==> config.mk <==
export PLATFORM = sky130hd
export DESIGN_NAME = flow_dequantizer
export DESIGN_NICKNAME = d
export VERILOG_FILES = /design/src/rtl/flow_dequantizer_pkg.sv /design/src/rtl/flow_dequant_lane.sv /design/src/rtl/flow_dequantizer.sv
export SDC_FILE = /design/constraint.sdc
export NUM_CORES = 2
export LEC_CHECK = 0
export ABC_AREA = 1
export BUFFER_PORTS_ARGS = -buffer_cell sky130_fd_sc_hd__buf_2
export CORE_MARGIN = 2
export CORE_UTILIZATION = 33
export CTS_CLUSTER_SIZE = 30
export DETAILED_ROUTE_END_ITERATION = 10
export PLACE_DENSITY_LB_ADDON = 0.3
export SLEW_MARGIN = 40
export SYNTH_ARGS = -nofsm -noshare
export SYNTH_HDL_FRONTEND = slang
export SYNTH_SLANG_ARGS = --single-unit
==> constraint.sdc <==
create_clock -name clk -period 7.1 [get_ports clk]
set_input_delay 0.355 -clock clk [delete_from_list [all_inputs] [get_ports clk]]
set_output_delay 0.355 -clock clk [all_outputs]
set_load 0.02 [all_outputs]
==> src/rtl/flow_dequantizer_pkg.sv <==
// Shared JPEG dequantizer constants, beat flag bundle and the 16-bit saturation helper.
package flow_dequantizer_pkg;

  localparam int unsigned COEF_W   = 16;
  localparam int unsigned QUANT_W  = 10;
  localparam int unsigned BLK_SIZE = 64;
  localparam int unsigned IDX_W    = 6;
  localparam int unsigned PROD_W   = COEF_W + QUANT_W + 1;

  localparam int SAT_MAX = 32767;
  localparam int SAT_MIN = -32768;

  localparam logic signed [PROD_W-1:0] SAT_HI = PROD_W'(SAT_MAX);
  localparam logic signed [PROD_W-1:0] SAT_LO = PROD_W'(SAT_MIN);

  typedef struct packed {
    logic valid;
    logic sob;
    logic eob;
    logic sof;
    logic err;
  } beat_flags_t;

  function automatic logic signed [COEF_W-1:0] sat16(input logic signed [PROD_W-1:0] p);
    if (p > SAT_HI) return COEF_W'(SAT_MAX);
    if (p < SAT_LO) return COEF_W'(SAT_MIN);
    return p[COEF_W-1:0];
  endfunction

endpackage

==> src/rtl/flow_dequant_lane.sv <==
// One coefficient lane: signed x unsigned multiply, then saturate to 16 bits (two register stages).
module flow_dequant_lane
  import flow_dequantizer_pkg::*;
(
  input  logic                     clk,
  input  logic                     rst,
  input  logic                     en,
  input  logic signed [COEF_W-1:0] coef,
  input  logic [QUANT_W-1:0]       q,
  output logic signed [COEF_W-1:0] dq
);

  logic signed [PROD_W-1:0] prod;

  always_ff @(posedge clk) begin
    if (rst) begin
      prod <= '0;
      dq   <= '0;
    end else if (en) begin
      // zero-extend q so the product stays signed
      prod <= PROD_W'(coef) * PROD_W'($signed({1'b0, q}));
      dq   <= sat16(prod);
    end
  end

endmodule

==> src/rtl/flow_dequantizer.sv <==
// Streaming JPEG dequantizer: per-beat zigzag index, 64-entry quant table, N parallel lanes.
module flow_dequantizer
  import flow_dequantizer_pkg::*;
#(
  parameter int unsigned N = 2
) (
  input  logic                  clk,
  input  logic                  rst,
  input  logic                  en,
  input  logic                  tbl_wr,
  input  logic [IDX_W-1:0]      tbl_addr,
  input  logic [QUANT_W-1:0]    tbl_data,
  input  logic                  in_valid,
  input  logic [N*COEF_W-1:0]   in_data,
  input  logic                  in_sob,
  input  logic                  in_eob,
  input  logic                  in_sof,
  output logic                  out_valid,
  output logic [N*COEF_W-1:0]   out_data,
  output logic                  out_sob,
  output logic                  out_eob,
  output logic                  out_sof,
  output logic                  out_err
);

  logic [QUANT_W-1:0]       qtab [BLK_SIZE];
  logic [IDX_W-1:0]         idx;
  logic [IDX_W-1:0]         base;
  logic signed [COEF_W-1:0] s1_coef [N];
  logic [QUANT_W-1:0]       s1_q    [N];
  logic signed [COEF_W-1:0] lane_dq [N];
  beat_flags_t              s1_f, s2_f, s3_f;

  always_comb begin
    base = in_sob ? '0 : idx;
  end

  // Table writes ignore en; reads in the same cycle see the pre-write value.
  always_ff @(posedge clk) begin
    if (rst) begin
      for (int unsigned i = 0; i < BLK_SIZE; i++) qtab[i] <= QUANT_W'(1);
    end else if (tbl_wr) begin
      qtab[tbl_addr] <= tbl_data;
    end
  end

  always_ff @(posedge clk) begin
    if (rst) begin
      idx  <= '0;
      s1_f <= '0;
      s2_f <= '0;
      s3_f <= '0;
      for (int unsigned k = 0; k < N; k++) begin
        s1_coef[k] <= '0;
        s1_q[k]    <= '0;
      end
    end else if (en) begin
      if (in_valid) idx <= base + IDX_W'(N);
      s1_f <= '{valid: in_valid,
                sob:   in_valid & in_sob,
                eob:   in_valid & in_eob,
                sof:   in_valid & in_sof,
                err:   in_valid & in_eob & (base != IDX_W'(BLK_SIZE - N))};
      for (int unsigned k = 0; k < N; k++) begin
        s1_coef[k] <= in_data[k*COEF_W +: COEF_W];
        s1_q[k]    <= qtab[base + IDX_W'(k)];
      end
      s2_f <= s1_f;
      s3_f <= s2_f;
    end
  end

  for (genvar g = 0; g < N; g++) begin : g_lane
    flow_dequant_lane u_lane (
      .clk  (clk),
      .rst  (rst),
      .en   (en),
      .coef (s1_coef[g]),
      .q    (s1_q[g]),
      .dq   (lane_dq[g])
    );
    assign out_data[g*COEF_W +: COEF_W] = lane_dq[g];
  end

  assign out_valid = s3_f.valid;
  assign out_sob   = s3_f.sob;
  assign out_eob   = s3_f.eob;
  assign out_sof   = s3_f.sof;
  assign out_err   = s3_f.err;

endmodule

Word-level counts from Yosys, hierarchy flattened. Memory sizes are Yosys's and may differ from the RTL's. Cells that the tools add are included.

Register bits after elaboration: 107. Input bits: 56. Output and inout port bits: 37. RAM bits: 692. Memories: 3.

$add $sub $neg: 2. $mul: 2. Reductions and logical operators: 2. Mux-type cells: 38. Eq/ne operators: 1. Order comparisons: 4. Bitwise logic cells: 8.

Memories: qtab (depth 64, width 10, read ports 2, clocked after memory_dff 0, wr ports 64, RTL line flow_dequantizer.sv:26) `logic [QUANT_W-1:0] qtab [BLK_SIZE];`; s1_coef (depth 2, width 16, read ports 2, clocked after memory_dff 0, wr ports 2, RTL line flow_dequantizer.sv:29) `logic signed [COEF_W-1:0] s1_coef [N];`; s1_q (depth 2, width 10, read ports 2, clocked after memory_dff 0, wr ports 2, RTL line flow_dequantizer.sv:30) `logic [QUANT_W-1:0] s1_q [N];`.

Operators by type and width (count): 16-bit two-way mux (10); 27-bit by 16-bit greater-than comparator with 1-bit output (second input constant) (2); 27-bit by 16-bit less-than comparator with 1-bit output (second input constant) (2); 16-bit by 11-bit multiplier with 27-bit output (2); 10-bit two-way mux (3); 1-bit two-way mux (23); 6-bit two-way mux (2); 10-bit OR reduction (1); 6-bit by 1-bit adder with 6-bit output (second input constant) (1); 6-bit by 2-bit adder with 6-bit output (second input constant) (1); 6-bit inequality test (second input constant) (1); 1-bit AND (4); 1-bit OR (4); 2-bit AND reduction (1).

Depth between registers and ports, before layout.
Depth in word-level cells: 9. Gate-level depth with buffers: 25. Gate-level depth less buffers: 23.

By module. From an unflattened synthesis, not the netlist that was laid out.

Cells, all modules: 7632. Area, all modules: 57266.2 um^2.

Modules (own cells, without submodules): flow_dequantizer (cells an instance 5159, instances 1, area an instance 40034.6 um^2); flow_dequant_lane at g_lane[0].u_lane (cells an instance 1229, instances 1, area an instance 8618.3 um^2); flow_dequant_lane at g_lane[1].u_lane (cells an instance 1244, instances 1, area an instance 8613.3 um^2).

Worst setup path before layout. Ideal clock, no wire load.

Path type: reg-to-reg. From: memory s1_q[1][4] (netlist: s1_q[0][14]). To: register g_lane[1].u_lane.prod[26]. Buffers on the path: 2. Setup slack: 2.185 ns. Arrival time: 4.801 ns. Setup time: 0.114 ns. Required time: 6.986 ns. Stages on the path, launching flop included: 22. Cell sequence: edfxtp_1 > clkbuf_1 > clkbuf_1 > nand2_1 > fa_1 > inv_1 > fa_1 > inv_1 > fa_1 > fa_1 > fa_1 > inv_1 > ha_1 > inv_1 > nor3_1 > nand2_1 > nor2_1 > nand2_1 > nand3_1 > nand2_1 > nand3_1 > nand2_1.

RTL lines: start: declaration (RTL line flow_dequantizer.sv:30); end signal: assignment (RTL line flow_dequant_lane.sv:21) `prod <= PROD_W'(coef) * PROD_W'($signed({1'b0, q}));`; end: declaration (RTL line flow_dequant_lane.sv:13) `logic signed [PROD_W-1:0] prod;`.

==> results.md <==
* Status: completed
* Initial DRC count at 5550
* Fin nets at 7688
* Synth cell types at 41
* Final Skew at 0.0362 ns
* Critical Path End Type: register
* Max Freq at 0.181 GHz
* Power density over the cells at 233 mW/mm^2
* Num rows at about 150
* WP data required at 7.71 ns
* Syn Std Cell Area at 0.0564 sq mm
* Via density at slightly above 5
* Detailed-route DRC error count at 0
* Max H-tree Level at 3
* Most frequent cells in the layout: nand2_1, inv_1, nand3_1
* Post-synth EDFFs at 692
* Commonest non-fill, non-tap cell in the layout: nand2_1
* Crit path cell chain: nand2_1 -> fa_1 -> inv_1 -> fa_1 -> fa_1 -> fa_1 -> inv_1 -> fa_1 -> inv_1 -> ha_1 -> nand2_1 -> nor4_1 -> o21ai_0 -> nand3_1 -> nand2_1 -> nand3_1 -> nand2_1
* Switching share of total power at between 30 and 40%
* First-pass GRT wire length at 285 mm
* Crit Path Class: reg2reg
* Avg Inst Size Synth at 7.63 sq um
* Final number of hold-violating endpoints at 0
* Slowest cell on crit path: edfxtp_1
* Die Y-Extent at around 420 microns
* Routed Antenna Nets at 0
* Clock transition at path regs at around 0.060 ns
* Max cap viols at 0
* Cts bufs inserted at 92
* I/O pin cnt at 93
* Post-CTS setup buffers at 0
* Place WS at 1.70 ns
* Initial antenna violation count at 2
* Synth Warn # at 0
* Routability cong. at roughly 0.9
* Post-DP HPWL at 123 mm
* Core footprint at 0.169 sq mm
* Least-Margin Pin Slew at 0.893 ns
* Cell Area, Placed at 0.0583 sq mm
* Final worst setup slack at 1.57 ns
* Starting Density at 33.3%
* Flop pwr share at 40.2%
* Die ar. at 0.174 sq mm
* GRT Residual Overflow at 0
* Slew HR at 40.4%
* Number of global-route vias before repair at 47900
* Clock Sinks at 799
* Leak at roughly 30 nW
* DIE WIDTH at 417 microns
* Buffers added on ports at 92
* CP max FO at 16
* Worst vdd rail ir drop at 0.199 mV
* CP most frequent cell: fa_1
* Drt first pass iters at 6
* Pint at approximately 9.5 mW
* Total wire length at 187 mm
* Seq/Total Area, Yosys at 40.7%
* Combinational share of power at roughly 26%
* DR vias at between 40000 and 50000
* Fin. max-slew vios at 0
* Post-synth top flop: edfxtp_1
* Hold Path Class: in2reg
* # resized after CTS at 0
* Clk root buf: clkbuf_16
* Final Cycle Share at 77.8%
* Total negative setup slack at 0 ns
* Cell count after synthesis at between 7000 and 8000
* Final setup violation count at 0
* Clock share of power at 34.1%
* Critical path's largest stage delay at 0.74 ns
* Largest net degree at the start of global routing at 190
* WP data arrival at 6.13 ns
* WL/cell at 19.7 microns
* Unrepaired setup endpoints after global routing: no
* Async SR Flop Fraction at 0%
* Critical path launch point type: register
* Layout cells sized above 1 at 4.53%
* Clock latency on the worst-skew pair at 0.74 ns
* CTS tree: done
* Max Root-Sink Buffers at 3
* Syn Nets at just under 8000
* Flop and latch count out of synthesis at 799
* Sw Pwr at 4.85 mW
* Total GRT Usage at 21.3%
* Area grow syn2layout at 9.37%
* CTS Hold Bufs at 32
* Crit path time final at approximately 5.5 ns
* Fin area at around 0.062 sq mm
## power groups by stage
stage | sequential (mW) | clock, mW | combinational, mW
6_report | 5.77 | 4.89 | 3.69
5_1_grt | 5.81 | 5.12 | 4.25
4_1_cts | 5.77 | 4.95 | 3.71
3_5_place_dp | 5.86 | 0 | 3.68
3_3_place_gp | 5.86 | 0 | 3.64
2_1_floorplan | 5.80 | 0 | 2.61
## cell usage after synthesis, types with 7 or more instances
library cell	n	area, sq um
dfxtp_1	107	2140
buf_1	45	169
nor4_1	7	43.8
nand4_1	14	87.6
o21ai_0	128	641
inv_2	21	78.8
fa_1	290	5810
edfxtp_1	692	20800
buf_4	7	52.6
o22ai_1	16	100
buf_6	9	101
nor2_1	753	2830
ha_1	125	1560
nand3b_1	10	75.1
a21oi_1	110	551
buf_2	158	791
clkbuf_1	233	875
clkinv_1	64	240
nor3_1	24	120
o211ai_1	81	608
inv_1	1304	4890
nand2_1	1846	6930
nand3_1	1301	6510
## metal layers
metal | share of wire, % | routed length [microns] | track usage (%) | vias to the layer above
met5 | 0 | 0 | 0 | -
met4 | 4.7 | 8760 | 9.52 | 0
met3 | 8.5 | 15800 | 3.70 | 396
met2 | 46 | 85500 | 34.2 | 2176
met1 | 41 | 77300 | 28.0 | 23700
li1 | - | - | - | 22800
## path summary, 6_finish.rpt
path / start / to / slack, ns / cells past startpoint
worst max register to register: s1_q[0][2]$_SDFFCE_PN0P_ / g_lane[0].u_lane.prod[24]$_SDFFE_PP0P_ / 1.57 / 17
worst max-delay path: s1_q[0][2]$_SDFFCE_PN0P_ / g_lane[0].u_lane.prod[24]$_SDFFE_PP0P_ / 1.57 / 17
worst min-delay path: in_data[28] / s1_coef[0][28]$_SDFFCE_PN0P_ / 0.06 / 3
worst min register to register: g_lane[1].u_lane.dq[3]$_SDFFE_PP0P_ / g_lane[1].u_lane.dq[3]$_SDFFE_PP0P_ / 0.45 / 2
## through the flow
stage / util, % / total power, mW / hold slack [ns] / instances
CTS: 36.4 / 14.4 / 0.0160 / 9507
floorplan: - / 8.41 / 0.426 / 7391
global route: 36.4 / 15.2 / 0.0260 / 9510
finish: 36.4 / 14.3 / 0.0566 / 9510
global placement: 34.4 / 9.49 / 0.432 / 9305
detailed placement: 34.4 / 9.54 / 0.436 / 9307
## flip-flops by register name (all words and copies together) (netlist names)
name                count
idx                     6
out_err                 1
s1_coef                32
g_lane.u_lane.prod     54
out_sob                 1
s1_f                    5
s2_f                    5
g_lane.u_lane.dq       32
out_valid               1
s1_q                   20
out_eob                 1
out_sof                 1
qtab                  640
## cell type report
| class | instances | area, sq um |
|---|---|---|
| clock inverter | 48 | 543 |
| multi-input combinational | 4750 | 26300 |
| timing repair buffer | 184 | 1380 |
| sequential | 799 | 22900 |
| antenna | 1 | 2.50 |
| tap | 2218 | 2780 |
| fill | 17500 | 108000 |
| clock buffer | 120 | 2460 |
| inverter | 1390 | 5240 |
## critical path, delay by kind of cell (launching register included)
family                     cells  cell delay [ns]
AOI/OAI and AO/OA              1             0.30
adders and majority gates      6             2.86
buffers and inverters          3             0.32
DFF                            1             0.74
and+or+nand+nor                7             1.17
## cell families (layout without fill, tap and decap cells)
kind of cell,count (synthesis),after routing,share of synthesized area [%]
AND/OR/NAND/NOR,3967,3967,29.6
other,0,1,0
buffers and inverters,1842,1742,12.8
adder cells (fa/ha/maj),415,415,13.1
AO/OA/AOI/OAI,355,355,3.65
flip-flops,799,799,40.7
XOR/XNOR,13,13,0.215
Note: power is estimated with default switching activity, not from simulation.
